[src/rtl/sdram_writeback.sv]
// sdram_writeback: streams a captured int8 result vector to SDRAM as a
// burst of full-width write beats with a valid/ready handshake.
//
// Ports:
//   clk, rst_n   clock, asynchronous active-low reset
//   start        one-cycle writeback request (honoured only when idle)
//   addr, data   base byte address and result vector, sampled with start
//   wr_valid     beat offered; transfers when wr_valid && wr_ready
//   wr_ready     SDRAM side accepts the current beat
//   wr_addr      byte address of the current beat
//   wr_data      beat payload (zero-padded past the vector end)
//   wr_be        byte enables (trimmed on the final beat)
//   busy, done   activity flag and one-cycle completion pulse
module sdram_writeback #(
    parameter int N            = 176,
    parameter int SDRAM_DATA_W = 128,
    parameter int ADDR_W       = 32
) (
    input  logic                      clk,
    input  logic                      rst_n,
    input  logic                      start,
    input  logic [ADDR_W-1:0]         addr,
    input  logic [N*8-1:0]            data,
    output logic                      wr_valid,
    input  logic                      wr_ready,
    output logic [ADDR_W-1:0]         wr_addr,
    output logic [SDRAM_DATA_W-1:0]   wr_data,
    output logic [SDRAM_DATA_W/8-1:0] wr_be,
    output logic                      busy,
    output logic                      done
);

    localparam int BEATS          = (N * 8 + SDRAM_DATA_W - 1) / SDRAM_DATA_W;
    localparam int BYTES_PER_BEAT = SDRAM_DATA_W / 8;
    localparam int KW             = (BEATS > 1) ? $clog2(BEATS) : 1;
    localparam int SNAP_W         = BEATS * SDRAM_DATA_W;
    localparam int LAST_BYTES     = N - (BEATS - 1) * BYTES_PER_BEAT;

    localparam logic [KW-1:0]             K_LAST  = KW'(BEATS - 1);
    localparam logic [BYTES_PER_BEAT-1:0] BE_FULL = '1;
    // Final beat enables only the bytes that still hold vector elements.
    localparam logic [BYTES_PER_BEAT-1:0] BE_LAST =
        BE_FULL >> (BYTES_PER_BEAT - LAST_BYTES);

    typedef enum logic [1:0] {
        IDLE = 2'd0,
        SEND = 2'd1,
        DONE = 2'd2
    } state_e;

    state_e                                 state_q, state_d;
    logic   [BEATS-1:0][SDRAM_DATA_W-1:0]   snap_q, snap_d;
    logic   [ADDR_W-1:0]                    base_q, base_d;
    logic   [KW-1:0]                        k_q, k_d;
    logic                                   last_beat;

    assign last_beat = (k_q == K_LAST);

    // State and datapath registers.
    always_ff @(posedge clk or negedge rst_n) begin
        if (!rst_n) begin
            state_q <= IDLE;
            snap_q  <= '0;
            base_q  <= '0;
            k_q     <= '0;
        end else begin
            state_q <= state_d;
            snap_q  <= snap_d;
            base_q  <= base_d;
            k_q     <= k_d;
        end
    end

    // Next-state logic.
    always_comb begin
        state_d = state_q;
        snap_d  = snap_q;
        base_d  = base_q;
        k_d     = k_q;
        unique case (state_q)
            IDLE: begin
                if (start) begin
                    // Zero-extension leaves the tail of the last beat at 0.
                    snap_d  = SNAP_W'(data);
                    base_d  = addr;
                    k_d     = '0;
                    state_d = SEND;
                end
            end
            SEND: begin
                if (wr_ready) begin
                    if (last_beat) begin
                        state_d = DONE;
                    end else begin
                        k_d = k_q + 1'b1;
                    end
                end
            end
            DONE: begin
                state_d = IDLE;
            end
            default: begin
                state_d = IDLE;
            end
        endcase
    end

    // Outputs are decoded from registers only, so they hold steady while
    // stalled and fall to zero as soon as reset clears the registers.
    always_comb begin
        wr_valid = 1'b0;
        wr_addr  = '0;
        wr_data  = '0;
        wr_be    = '0;
        done     = 1'b0;
        busy     = (state_q != IDLE);
        unique case (state_q)
            SEND: begin
                wr_valid = 1'b1;
                wr_data  = snap_q[k_q];
                wr_addr  = base_q + ADDR_W'(k_q) * ADDR_W'(BYTES_PER_BEAT);
                wr_be    = last_beat ? BE_LAST : BE_FULL;
            end
            DONE: begin
                done = 1'b1;
            end
            default: begin
                wr_valid = 1'b0;
            end
        endcase
    end

endmodule
[config.mk]
export PLATFORM = sky130hd
export DESIGN_NAME = sdram_writeback
export DESIGN_NICKNAME = d
export VERILOG_FILES = /design/src/rtl/sdram_writeback.sv
export SDC_FILE = /design/constraint.sdc
export NUM_CORES = 2
export LEC_CHECK = 0
export ABC_CLOCK_PERIOD_IN_PS = 7900
export CAP_MARGIN = 5
export CORE_AREA = 3 3 640 642
export DETAILED_ROUTE_END_ITERATION = 12
export DIE_AREA = 0 0 643 645
export PLACE_DENSITY = 0.39
export REMOVE_ABC_BUFFERS = 1
export SLEW_MARGIN = 30
export SYNTH_ARGS = -nofsm -noshare
export SYNTH_HDL_FRONTEND = slang
export SYNTH_SLANG_ARGS = --single-unit
[constraint.sdc]
create_clock -name clk -period 7.9 [get_ports clk]
set_clock_uncertainty 0.2 [all_clocks]
set_input_delay 1.58 -clock clk [delete_from_list [all_inputs] [get_ports clk]]
set_output_delay 1.58 -clock clk [all_outputs]
set_load 0.05 [all_outputs]
# [Word-level counts from Yosys, hierarchy flattened]
# Cells that the tools add are included.
[totals] ff_bits=1446 inputBits=1444 wordCells=45
[classes] n_addsub=2 order_cmp=1 n_eq_ne=7 mux=15 n_reduce_logical=6
[ops] op="$bmux W128 S4" n=1
[ops] op="$mux W128" n=2
[ops] op="$add A32 B8 Y32" n=1
[ops] op="$mux W32" n=1
[ops] op="$mux W16" n=1
[ops] op="$mux W4" n=3
[ops] op="$ne A2 B2 Y1 const B" n=4
[ops] op="$pmux W4 S2" n=1
[ops] op="$mux W2" n=3
[ops] op="$lt A4 B5 Y1 const B" n=1
[ops] op="$add A4 B1 Y4 const B" n=1
[ops] op="$eq A4 B4 Y1 const B" n=1
[ops] op="$pmux W2 S2" n=1
[ops] op="$reduce_and A4 Y1" n=1
[ops] op="$reduce_bool A2 Y1" n=2
[ops] op="$reduce_and A3 Y1" n=1
[ops] op="$eq A2 B1 Y1 const B" n=1
[ops] op="$eq A2 B2 Y1 const B" n=1
[ops] op="$logic_not A2 Y1" n=1
[ops] op="$mux W1" n=2
[ops] op="$reduce_and A2 Y1" n=1

# [Longest topological paths before layout]
[depth] ltp_word=4 mapped_depth=10 depth_no_buf=6

# [Worst setup path before layout]
# Ideal clock, no wire load.
[synth_path] path_kind="reg2out" from="register state_q[1]" to="output wr_addr[25]" t_arrival_ns=2.670 required_time_ns=6.120 slack_ns=3.450 stages_incl_launch_ff=7 n_path_buf=2 cell_sequence="dfrtp_1 -> nand2b_1 -> clkbuf_1 -> inv_1 -> clkbuf_1 -> nand2_1 -> mux2i_1"
[synth_via] elab_chain_len=2
[synth_rtl] element="start, declared" line_no="51" rtl="state_e state_q, state_d;"
[synth_rtl] element="start signal, assigned" line_no="67" rtl="state_q <= state_d;"
[synth_rtl] element="$eq A2 B1 Y1" line_no="117" rtl="unique case (state_q)"
[synth_rtl] element="$mux W32" line_no="117"
[synth_rtl] element="end, declared" line_no="26" rtl="output logic [ADDR_W-1:0] wr_addr,"
# Every way passes these cells.

# [Worst setup path in the final report]
[layout_path] from="register k_q[2]" to="output wr_data[47]"
[layout_via] elab_chain_len=3
[layout_rtl] element="start, declared" line_no="54" rtl="logic [KW-1:0] k_q, k_d;"
[layout_rtl] element="start signal, assigned" line_no="70" rtl="k_q <= k_d;"
[layout_rtl] element="$bmux W128 S4" line_no="120" rtl="wr_data = snap_q[k_q];"
[layout_rtl] element="$mux W128 (not written as such)" line_no="120"
[layout_rtl] element="$mux W128" line_no="117"
[layout_rtl] element="end, declared" line_no="27" rtl="output logic [SDRAM_DATA_W-1:0] wr_data,"
# Every way passes these cells. The select of a mux whose other input is x is not followed.

==> flow_summary.json <==
{
  "htreeDepth": 4,
  "final_cells": 14364,
  "setup_tns_ns": 0,
  "io_buffers": 1622,
  "hold_violations": 0,
  "p_leak_nw": 44.4,
  "yosysSeqAreaShare": 0.541,
  "die_y_um": 645,
  "hold_class": "flop to flop",
  "cpPeakStageDelay_ns": 1.00,
  "drt-pass1-iter-count": 5,
  "dpl.cell_count": 13964,
  "peakVddDrop_mv": 0.450,
  "synth_warnings": 0,
  "initialDrtViolationCount": 4627,
  "required_ns": 6.12,
  "clk_path_buf_depth": 4,
  "rsz0062_at_grt": "false",
  "cts_tree": "done",
  "slew_headroom": 0.205,
  "vias_per_cell": 4.05,
  "synth_cell_types": 46,
  "cts.sinks": 1446,
  "power.density_nw_per_um2": 431,
  "fillers": 44223,
  "rows": 234,
  "final_nets": 10187,
  "vias": 58215,
  "async_flop_share": 1.00,
  "synth_edf_count": 0,
  "ant_nets": 0,
  "initial_core_util": 0.165,
  "fin_crit_ns": 6.74,
  "drive_gt1_frac": 0.0912,
  "cts_resized": 0,
  "tightest_slew_ns": 1.19,
  "antenna_found_initial": 155,
  "routed_wl_um": 363000,
  "cts_buffers": 190,
  "slew_viol_final": 0,
  "worst_path_max_delay_cell": "clkdlybuf4s50_1",
  "cts_hold_buffers": 0,
  "grt_max_degree": 220,
  "routedWlPerCell_um": 25.3,
  "grt_pass1_wl_um": 498000,
  "grt.overflow.total": 0,
  "die_w_um": 643,
  "ys_ff_latch": 1446,
  "place_congestion": 0.853,
  "syn_inst": 7317,
  "startpoint_type": "flop",
  "arrival_ns": 4.96,
  "hpwl_um": 275000,
  "post-route-drc-count": 0,
  "drv_cap": 0,
  "grt_util_all_layers": 0.169,
  "setup_viol": 0,
  "synthToLayoutAreaGrowth_pct": 42.5,
  "dieArea_um2": 415000,
  "cts_root_buf": "clkbuf_16",
  "dp_slack_ns": 2.05,
  "clk_pin_slew_ns": 0.07,
  "clk_latency_ns": 0.86,
  "crit_chain": "buf_4, mux2i_1, o22a_1, nor2_1, clkdlybuf4s50_1",
  "fin_crit_sh": 0.853,
  "cp-end-kind": "output pin",
  "max_freq_mhz": 148,
  "outcome": "complete, no violations",
  "grt_pass1_vias": 61064,
  "syn_area_um2": 66900,
  "synth-main-ff-cell": "dfrtp_1",
  "pin_count": 1623,
  "post_cts_buffers": 0,
  "path_max_fanout": 29,
  "avgSynthCellArea_um2": 9.15,
  "critical_path_class": "flop to output pin",
  "fin_ws_ns": 1.16,
  "core_um2": 405000
}
-- synthesized netlist by cell type, types with 6 or more instances --
cell type / number / area share
ha_1: 6 / 0.0011
and2_1: 8 / 0.00075
dfrtp_1: 1446 / 0.54
o21ai_0: 11 / 0.00082
buf_6: 25 / 0.0042
or4_1: 10 / 0.0011
mux4_2: 256 / 0.086
buf_4: 19 / 0.0021
mux2i_1: 133 / 0.020
nand2b_1: 6 / 0.00056
nand2_1: 4316 / 0.24
a21oi_1: 20 / 0.0015
mux2_2: 130 / 0.022
clkbuf_1: 225 / 0.013
o22a_1: 128 / 0.017
o31ai_1: 10 / 0.0011
inv_1: 11 / 0.00062
nor2_1: 137 / 0.0077
a22oi_1: 128 / 0.014
buf_2: 232 / 0.017
-- where the power goes --
part / switching [mW] / internal [mW]
Clock: 3.67 / 5.19
Combinational: 12.1 / 7.22
Sequential: 2.26 / 10.7
-- cell usage in the layout, fill, tap and decap left out, types with 6 or more instances in the layout --
master           count
nand2_1           4315
clkdlybuf4s50_1   1619
dfrtp_1           1442
mux4_2             256
clkbuf_16          191
nor2_1             136
mux2i_1            133
mux2_2             130
a22oi_1            128
o22a_1             128
buf_4               74
diode_2             58
clkbuf_1            41
clkbuf_8            33
clkinv_2            31
buf_12              28
a21oi_1             20
bufinv_16           13
o21ai_0             11
o31ai_1             10
or4_1               10
inv_1                9
buf_16               9
and2_1               7
clkinvlp_4           7
ha_1                 6
clkinv_4             6
-- flip-flops by register name, indices dropped and copies added (netlist names) --
register	flops
snap_q	1408
k_q	4
state_q	2
base_q	32
-- logic make-up (layout without fill, tap and decap cells) --
logic type,after synthesis,count (layout),synth area share
simple gates,4513,4513,0.256
flops,1446,1446,0.541
mux,519,519,0.128
buf+inv,517,2078,0.0372
compound gates,309,309,0.0360
fa+ha+maj,7,7,0.00142
xor+xnor,6,6,0.000785
other cells,0,58,0
-- metrics by stage --
step	utilization	instance area, um^2	power (mW)	hold slack [ns]
global placement	0.219	88700	32.7	0.252
global route	0.235	95300	43.7	0.282
detailed placement	0.219	88700	32.8	0.256
floorplan	-	64500	27.9	0.237
finish	0.235	95300	41.1	0.267
CTS	0.234	95000	42.0	0.271
-- worst max-delay path, delay by kind of cell, from the launching register on --
| family | cells | cell delay, ns |
|---|---|---|
| buffers and inverters | 2 | 1.65 |
| multiplexers | 1 | 0.23 |
| flip-flops | 1 | 0.99 |
| AO/OA/AOI/OAI | 1 | 0.23 |
| AND/OR/NAND/NOR | 1 | 0.88 |
-- layout make-up --
type	count	area (um^2)	share of cell area
Antenna cell	58	145	0.00152
Clock buffer	265	5390	0.0565
Clock inverter	69	875	0.00917
Inverter	11	48.8	0.000512
Multi-Input combinational cell	5354	28300	0.297
Sequential cell	1446	36200	0.380
Tap cell	5428	6790	0.0712
Timing Repair Buffer	1733	17600	0.185
-- metal layers --
metal | vias up | track usage | routed length (um)
li1 | 26373 | - | -
met1 | 29318 | 0.210 | 151000
met2 | 1931 | 0.289 | 179000
met3 | 547 | 0.0332 | 19700
met4 | 46 | 0.0576 | 12700
met5 | - | 0 | 285
-- path summary, 6_finish.rpt --
| check | from | endpoint | slack [ns] | cells past startpoint |
|---|---|---|---|---|
| min in group asynchronous | rst_n | snap_q[161] | 0.44 | 1 |
| setup / recovery | k_q[2] | wr_data[47] | 1.16 | 5 |
| max in group asynchronous | rst_n | snap_q[1385] | 5.09 | 4 |
| setup reg to reg | state_q[0] | snap_q[939] | 4.28 | 6 |
| hold / removal | base_q[2] | base_q[2] | 0.27 | 2 |
| hold reg to reg | base_q[2] | base_q[2] | 0.27 | 2 |
Power figures use the tool's default switching activity.
